$ cat config.mk
export PLATFORM = sky130hd
export DESIGN_NAME = uart_tx_arbiter
export DESIGN_NICKNAME = d
export VERILOG_FILES = /design/src/rtl/uart_tx_arbiter_pkg.sv /design/src/rtl/uart_tx_core.sv /design/src/rtl/uart_tx_arbiter.sv
export SDC_FILE = /design/constraint.sdc
export NUM_CORES = 1
export LEC_CHECK = 0
export BUFFER_PORTS_ARGS = -buffer_cell sky130_fd_sc_hd__buf_2
export CAP_MARGIN = 25
export CORE_MARGIN = 2
export CORE_UTILIZATION = 55
export CTS_CLUSTER_SIZE = 8
export DETAILED_ROUTE_END_ITERATION = 12
export PLACE_DENSITY = 0.77
export SLEW_MARGIN = 20
export SYNTH_ARGS = -nofsm -noshare
export SYNTH_HDL_FRONTEND = slang
export SYNTH_SLANG_ARGS = --single-unit
$ cat constraint.sdc
create_clock -name clk -period 2.2 [get_ports clk]
set_input_delay 0.22 -clock clk [delete_from_list [all_inputs] [get_ports clk]]
set_output_delay 0.22 -clock clk [all_outputs]
set_load 0.05 [all_outputs]
$ cat src/rtl/uart_tx_arbiter_pkg.sv
// Shared device definitions for the UART transmit path: core states, default
// bit timing and line-terminator bytes.
package uart_tx_arbiter_pkg;

  typedef enum logic [1:0] {IDLE, START, DATA, STOP} uart_state_t;

  localparam int unsigned UART_BIT_TMR_DEFAULT = 10416;
  localparam logic [7:0]  UART_NL  = 8'h0A;
  localparam logic [7:0]  UART_NUL = 8'h00;

  function automatic logic is_line_end(input logic [7:0] b);
    return (b == UART_NL) || (b == UART_NUL);
  endfunction

endpackage

$ cat src/rtl/uart_tx_core.sv
// 8N1 serializer: accepts one byte in IDLE, then drives start, 8 data bits
// (LSB first) and stop, each lasting BIT_TMR_MAX+1 cycles.
module uart_tx_core
  import uart_tx_arbiter_pkg::*;
#(
  parameter int unsigned BIT_TMR_MAX = UART_BIT_TMR_DEFAULT
) (
  input  logic       clk,
  input  logic       resetn,
  input  logic       in_valid,
  input  logic [7:0] in_data,
  output logic       in_ready,
  output logic       busy,
  output logic       tx
);

  localparam int unsigned TMR_W =
    ($clog2(BIT_TMR_MAX + 1) > 14) ? $clog2(BIT_TMR_MAX + 1) : 14;
  localparam logic [TMR_W-1:0] TMR_LAST = TMR_W'(BIT_TMR_MAX);

  uart_state_t      state_q, state_d;
  logic [TMR_W-1:0] tmr_q, tmr_d;
  logic [2:0]       bit_q, bit_d;
  logic [7:0]       data_q, data_d;
  logic             tmr_done;

  assign tmr_done = (tmr_q == TMR_LAST);

  // Ready is gated by resetn so nothing is offered while reset is held.
  always_comb begin
    in_ready = resetn && (state_q == IDLE);
    busy     = (state_q != IDLE);
  end

  always_comb begin
    state_d = state_q;
    tmr_d   = tmr_q + TMR_W'(1);
    bit_d   = bit_q;
    data_d  = data_q;
    case (state_q)
      IDLE: begin
        tmr_d = '0;
        if (in_valid && in_ready) begin
          state_d = START;
          data_d  = in_data;
          bit_d   = '0;
        end
      end
      START: begin
        if (tmr_done) begin
          state_d = DATA;
          tmr_d   = '0;
        end
      end
      DATA: begin
        if (tmr_done) begin
          tmr_d = '0;
          if (bit_q == 3'd7) state_d = STOP;
          else               bit_d   = bit_q + 3'd1;
        end
      end
      STOP: begin
        if (tmr_done) begin
          state_d = IDLE;
          tmr_d   = '0;
        end
      end
      default: begin
        state_d = IDLE;
        tmr_d   = '0;
      end
    endcase
  end

  // Line level is decoded from state so an async reset returns it high at once.
  always_comb begin
    tx = 1'b1;
    case (state_q)
      START:   tx = 1'b0;
      DATA:    tx = data_q[bit_q];
      default: tx = 1'b1;
    endcase
  end

  always_ff @(posedge clk or negedge resetn) begin
    if (!resetn) begin
      state_q <= IDLE;
      tmr_q   <= '0;
      bit_q   <= '0;
      data_q  <= '0;
    end else begin
      state_q <= state_d;
      tmr_q   <= tmr_d;
      bit_q   <= bit_d;
      data_q  <= data_d;
    end
  end

endmodule

$ cat src/rtl/uart_tx_arbiter.sv
// Round-robin arbiter sharing one UART transmitter among NUM_REQ byte sources.
// Define UART_ARB_LOCK_EN to hold the grant on one requester until it ends a line.
module uart_tx_arbiter
  import uart_tx_arbiter_pkg::*;
#(
  parameter int unsigned NUM_REQ     = 2,
  parameter int unsigned BIT_TMR_MAX = UART_BIT_TMR_DEFAULT
) (
  input  logic                       clk,
  input  logic                       resetn,
  input  logic [NUM_REQ-1:0]         req_valid,
  input  logic [NUM_REQ*8-1:0]       req_data,
  output logic [NUM_REQ-1:0]         req_ready,
  output logic [$clog2(NUM_REQ)-1:0] grant_id,
  output logic                       busy,
  output logic                       tx
);

  localparam int unsigned IDW  = $clog2(NUM_REQ);
  localparam logic [IDW:0] NREQ = (IDW + 1)'(NUM_REQ);

  logic [IDW-1:0]     rr_q, rr_d, gid_q, gid_d, sel;
  logic [IDW:0]       idx, nxt;
  logic               found, core_ready, accept;
  logic [NUM_REQ-1:0] eligible;
  logic [7:0]         sel_data;

`ifdef UART_ARB_LOCK_EN
  logic lock_q, lock_d;

  // While locked, only the last granted requester (gid_q) may win.
  always_comb begin
    eligible = req_valid;
    if (lock_q) begin
      eligible        = '0;
      eligible[gid_q] = req_valid[gid_q];
    end
  end

  always_comb begin
    lock_d = lock_q;
    if (accept) lock_d = !is_line_end(sel_data);
  end

  always_ff @(posedge clk or negedge resetn) begin
    if (!resetn) lock_q <= 1'b0;
    else         lock_q <= lock_d;
  end
`else
  always_comb eligible = req_valid;
`endif

  // First eligible requester at or after rr_q, wrapping past NUM_REQ-1.
  always_comb begin
    found = 1'b0;
    sel   = '0;
    idx   = '0;
    for (int unsigned k = 0; k < NUM_REQ; k++) begin
      idx = {1'b0, rr_q} + (IDW + 1)'(k);
      if (idx >= NREQ) idx = idx - NREQ;
      if (!found && eligible[idx[IDW-1:0]]) begin
        found = 1'b1;
        sel   = idx[IDW-1:0];
      end
    end
  end

  always_comb begin
    sel_data  = req_data[{sel, 3'b000} +: 8];
    accept    = found && core_ready;
    req_ready = '0;
    if (accept) req_ready[sel] = 1'b1;
    nxt = {1'b0, sel} + (IDW + 1)'(1);
    if (nxt >= NREQ) nxt = '0;
    rr_d  = accept ? nxt[IDW-1:0] : rr_q;
    gid_d = accept ? sel : gid_q;
  end

  always_ff @(posedge clk or negedge resetn) begin
    if (!resetn) begin
      rr_q  <= '0;
      gid_q <= '0;
    end else begin
      rr_q  <= rr_d;
      gid_q <= gid_d;
    end
  end

  assign grant_id = gid_q;

  uart_tx_core #(
    .BIT_TMR_MAX(BIT_TMR_MAX)
  ) u_core (
    .clk      (clk),
    .resetn   (resetn),
    .in_valid (found),
    .in_data  (sel_data),
    .in_ready (core_ready),
    .busy     (busy),
    .tx       (tx)
  );

endmodule

Word level (Yosys, flattened, before mapping) --
Cells that the tools add are included.
Operators by class: $add $sub $neg 6, $lt $le $gt $ge 8, eq/ne operators 11, shift operators 1, muxes and demuxes 29, reduce and logical (&&, ||, !) cells 12
Operators by type and width (number):
- 14-bit one-hot mux with 2 select lines | 1
- 16-bit by 5-bit indexed part select with 8-bit output | 1
- 14-bit by 1-bit adder with 14-bit output, second input constant | 1
- 14-bit == test, second input constant | 1
- 14-bit two-way mux | 1
- 1-bit two-way mux | 13
- 2-bit two-way mux | 6
- 3-bit two-way mux | 3
- 2-bit by 1-bit inequality test with 1-bit output, second input constant | 4
- 2-bit one-hot mux with 4 select lines | 1
- 1-bit by 2-bit < comparator with 1-bit output, second input constant | 3
- 3-bit one-hot mux with 2 select lines | 1
- 5-bit AND reduction | 1
- 1-bit by 1-bit adder with 2-bit output, second input constant | 2
- 2-bit == test, second input constant | 2
- 2-bit >= comparator, second input constant | 2
- 1-bit logical AND | 4
- 3-bit by 4-bit < comparator with 1-bit output, second input constant | 1
- 2-bit inequality test, second input constant | 2
- 4-bit AND reduction | 1
- 2-bit nonzero test | 2
- 3-bit by 1-bit adder with 3-bit output, second input constant | 1
- 1-bit binary-select mux with 3-bit select | 1
- 3-bit == test, second input constant | 1
- other kinds (10) | 11
Storage, ports and cells: register bits 29, bits of input ports 20, output and inout bits 5, logic and storage cells 73

Logic depth before layout (Yosys ltp) --
depth in word-level cells 13, mapped depth 8, gate-level depth less buffers 6

By module --
Synthesis repeated with hierarchy kept, for this count alone.
Unflattened totals: cells, all modules 153, area total of the unflattened synthesis 1664.1 µm²
By module, submodules not included:
- uart_tx_core | instances 1, cells each 132, area an instance 1461.4 µm², sequential area each 675.6 µm²
- uart_tx_arbiter | instances 1, cells each 21, area an instance 202.7 µm², sequential area each 50.0 µm²

Worst setup path after synthesis --
Ideal clock, no wire load.
kind flip-flop to flip-flop, start point register u_core.state_q[0], end point register u_core.data_q[0], library setup time 0.070 ns, arrival time 2.088 ns, data required time 2.130 ns, slack 0.043 ns, cell stages (with the launch flop) 7, path buffers 1, clock period less this slack 2.157 ns, cell sequence dfrtp_1 inv_1 ha_1 buf_6 o211ai_1 nor2_1 a221o_1
On the way: word-level cells in the longest chain between the ends 4
Ends and longest elaborated chain:
- start, declared | RTL line uart_tx_core.sv:21 | uart_state_t state_q, state_d;
- start signal, assigned | RTL line uart_tx_core.sv:92 | state_q <= state_d;
- 2-bit zero test * | RTL line uart_tx_core.sv:31, uart_tx_core.sv:40
- 1-bit logical AND | RTL line uart_tx_core.sv:31 | in_ready = resetn && (state_q == IDLE);
- 1-bit logical AND | RTL line uart_tx_core.sv:43 | if (in_valid && in_ready) begin
- 2-bit AND reduction (no source line) *
- end signal, assigned | RTL line uart_tx_core.sv:95 | data_q <= data_d;
- end, declared | RTL line uart_tx_core.sv:24 | logic [7:0] data_q, data_d;
Mark *: on every way between the ends. The rest lies on a longest branch, timed or not. A chain may end at the register's enable or synchronous reset.

Final worst setup path --
start point register u_core.bit_q[0], end point output port tx
On the way: word-level cells in the longest chain between the ends 3
Ends and longest elaborated chain:
- start, declared | RTL line uart_tx_core.sv:23 | logic [2:0] bit_q, bit_d;
- start signal, assigned | RTL line uart_tx_core.sv:94 | bit_q <= bit_d;
- 1-bit binary-select mux with 3-bit select | RTL line uart_tx_core.sv:80 | DATA: tx = data_q[bit_q];
- 1-bit two-way mux (implied by the code) | RTL line uart_tx_core.sv:80
- 1-bit one-hot mux with 2 select lines | RTL line uart_tx_core.sv:78 | case (state_q)
- end, declared | RTL line uart_tx_arbiter.sv:16 | output logic tx
Every way passes these cells. The select of a mux whose other input is x is not followed.

==> impl_metrics.yaml <==
timing:
  setup_violations: 0
  hold_viol: 0
  min_period_ns: 2.12
  tightest_slew_ns: 0.392
  hold_slack_ns: 0.121
  max_freq_ghz: 0.472
  fin_crit_sh_pct: 96.4
  slew_headroom_pct: 73.6
  drv_slew: 0
  final.setup.worst_slack_ns: 0.0796
  setup_tns_ns: 0
  fin_skew_ns: 0.0181
detailed_routing:
  drt-total-wl_um: 3310
  vias_per_cell: 5.93
  first_pass_iters: 6
  wl_per_cell_um: 15.4
  remaining_drc_errors: 0
  drt_iter0_drc: 53
  ant_nets: 0
  num_vias: 1275
clock_tree:
  cts.reportedPaths.clkPinSlew_ns: 0.09
  tritoncts: "yes"
  cts_buffers: 5
  cts_sinks: 29
  insertion_delay_ns: 0.34
  cts_setup_buffers: 0
  cts_buffer_depth: 2
  root_buffer: "clkbuf_4"
  htreeDepth: 2
worst_setup_path:
  r2r_start: "u_core.tmr_q[10]$_DFF_PN0_"
  crit_path_end_kind: "primary output"
  arrival_ns: 1.90
  r2r_end: "u_core.bit_q[2]$_DFFE_PN0P_"
  reg2reg_depth: 4
  cp-start-kind: "flop"
  r2r_setup_slack_ns: 0.20
  crit_type: "flop to primary output"
  worst-path-max-fanout: 6
  crit_required_ns: 1.98
outcome:
  status: "completed"
pwr:
  finalPower_mw: 2.04
  ir_worst_vdd_v: 0.000590
  p_leak_nw: 0.917
  power.density_nw_per_um2: 1090
floorplan:
  die_height_um: 58.7
  die-area_um2: 3450
  start_util_pct: 58.7
  io-pin-count: 25
  rows: 19
  core_area_um2: 2810
  dieWidth_um: 58.7
layout:
  fin_nets: 212
  fin_area_um2: 1870
  num_antenna_cells: 0
  drive_above_1_share_pct: 26.1
  area_growth_pct: 13.4
  multi_input_area_um2: 848
  fill_cells: 228
  regArea_um2: 726
synthesis:
  yosysTopAreaCell: "dfrtp_1"
  yosys_warnings: 0
  synth.net_count: 182
  async_reset_ff_share_pct: 100
  synth_top_area_share_pct: 44.0
  synth_flop_cell: "dfrtp_1"
  syn_avg_cell_area_um2: 10.8
  yosysSeqAreaShare_pct: 44.0
  yosysUniqueCellTypes: 42
  syn_area_um2: 1650
  ys_ff_latch: 29
  synth-edff-count: 0
  synth_area_leaders: "dfrtp_1, ha_1, xor2_1, a221o_1, and2_1"
  syn_inst: 153
place:
  pre_cts_slack_ns: 0.218
  dp_hpwl_um: 2490
  port_buffers: 24
  gp_congestion: 0.789
  dpl_cell_area_um2: 1810
global_route:
  grt_overflow: 0
  grt_pass1_vias: 1237
  grt_max_degree: 20
  grt_usage_pct: 21.2
  grt_pass1_wl_um: 5480
  antenna_found_initial: 0
flow_run:
  max-cap-violations: 0
min_path:
  holdPathStages: 2
  hold_start: "req_data[8]"
  hold_class: "primary input to flop"
  holdPathEnd: "u_core.data_q[0]$_DFFE_PN0P_"
power breakdown:
part / switching (mW) / internal (mW) / leakage, nW
registers: 0.122 / 0.683 / 0.381
clock network: 0.185 / 0.121 / 0.0320
logic: 0.537 / 0.395 / 0.504
critical path: stages, from the launching register on:
cell and delay (ns):
dfrtp_1 0.49, mux4_2 0.53, mux2i_1 0.22, mux2i_1 0.11, buf_2 0.22
registers in the layout (all words and copies together) (netlist names):
register	flops
u_core.data_q	8
u_core.bit_q	3
u_core.state_q	2
rr_q	1
grant_id	1
u_core.tmr_q	14
per-layer routing:
layer	vias up	part of all wire [%]	track usage (%)
li1	600	-	-
met1	636	43	26.5
met2	36	51	36.3
met3	3	4.7	4.62
met4	0	0.97	6.82
met5	-	0	0
stage by stage:
step                      instances  utilization, %
final                           215            66.6
after floorplan                 153               -
after global routing            215            66.6
after detailed placement        206            64.4
after global placement          206            64.4
after CTS                       215            66.5
final cells by class:
| class | instances | share of cell area [%] |
|---|---|---|
| multi-input cells | 108 | 45.4 |
| flip-flops and latches | 29 | 38.8 |
| repair buffers | 31 | 9.37 |
| clock buffers | 6 | 2.21 |
| well taps | 31 | 2.07 |
| inverters | 8 | 1.61 |
| clock inverters | 2 | 0.535 |
cell usage after synthesis (2+ instances only):
cell type,n
dfrtp_1,29
nor2_1,16
and2_1,10
xor2_1,10
ha_1,9
a221o_1,8
inv_1,8
nand2_1,6
nand3_1,5
clkbuf_1,4
nand4_1,4
o21ai_0,4
a21boi_0,3
a21o_1,2
a21oi_1,2
and3_1,2
and4_1,2
mux2_4,2
mux2i_1,2
mux4_2,2
or4b_4,2
cell families (layout without fill, tap and decap cells):
group           Yosys count  in the layout  share of synthesized area (%)
compound gates           26             26                           12.2
xor+xnor                 11             11                           5.85
fa+ha+maj                 9              9                           6.83
buf+inv                  16             47                           4.63
flops                    29             29                           44.0
mux                       7              7                           6.45
simple gates             55             55                           20.0
what timing repair did:
item / CTS / global route
endpoints found under the hold margin: 10 / 0
gates resized for setup: 0 / 1
hold buffers: 1 / 0
setup endpoints to repair: 0 / 1
worst max path at each step:
stage / startpoint / cells after the start / end / slack (ns)
3_3_place_gp: u_core.tmr_q[10]$_DFF_PN0_ / 4 / u_core.bit_q[2]$_DFFE_PN0P_ / 0.28
3_5_place_dp: u_core.tmr_q[10]$_DFF_PN0_ / 4 / u_core.bit_q[2]$_DFFE_PN0P_ / 0.22
2_1_floorplan: u_core.state_q[0]$_DFFE_PN0P_ / 6 / u_core.data_q[0]$_DFFE_PN0P_ / 0.04
4_1_cts: u_core.state_q[0]$_DFFE_PN0P_ / 5 / req_ready[0] / 0.09
6_report: u_core.bit_q[0]$_DFFE_PN0P_ / 4 / tx / 0.08
5_1_grt: u_core.bit_q[0]$_DFFE_PN0P_ / 4 / tx / -0.01
cell usage in the layout (no fill, tap or decap), drive strengths merged, types with 3 or more instances in the layout:
cell type  count
buf           30
dfrtp         29
nor2          16
and2          11
xor2          10
ha             9
inv            8
a221o          8
nand2          6
clkbuf         6
nand3          5
o21ai          5
nand4          4
a21boi         3
a21o           3
mux2           3
No activity file was read; power rests on OpenSTA's default activity.
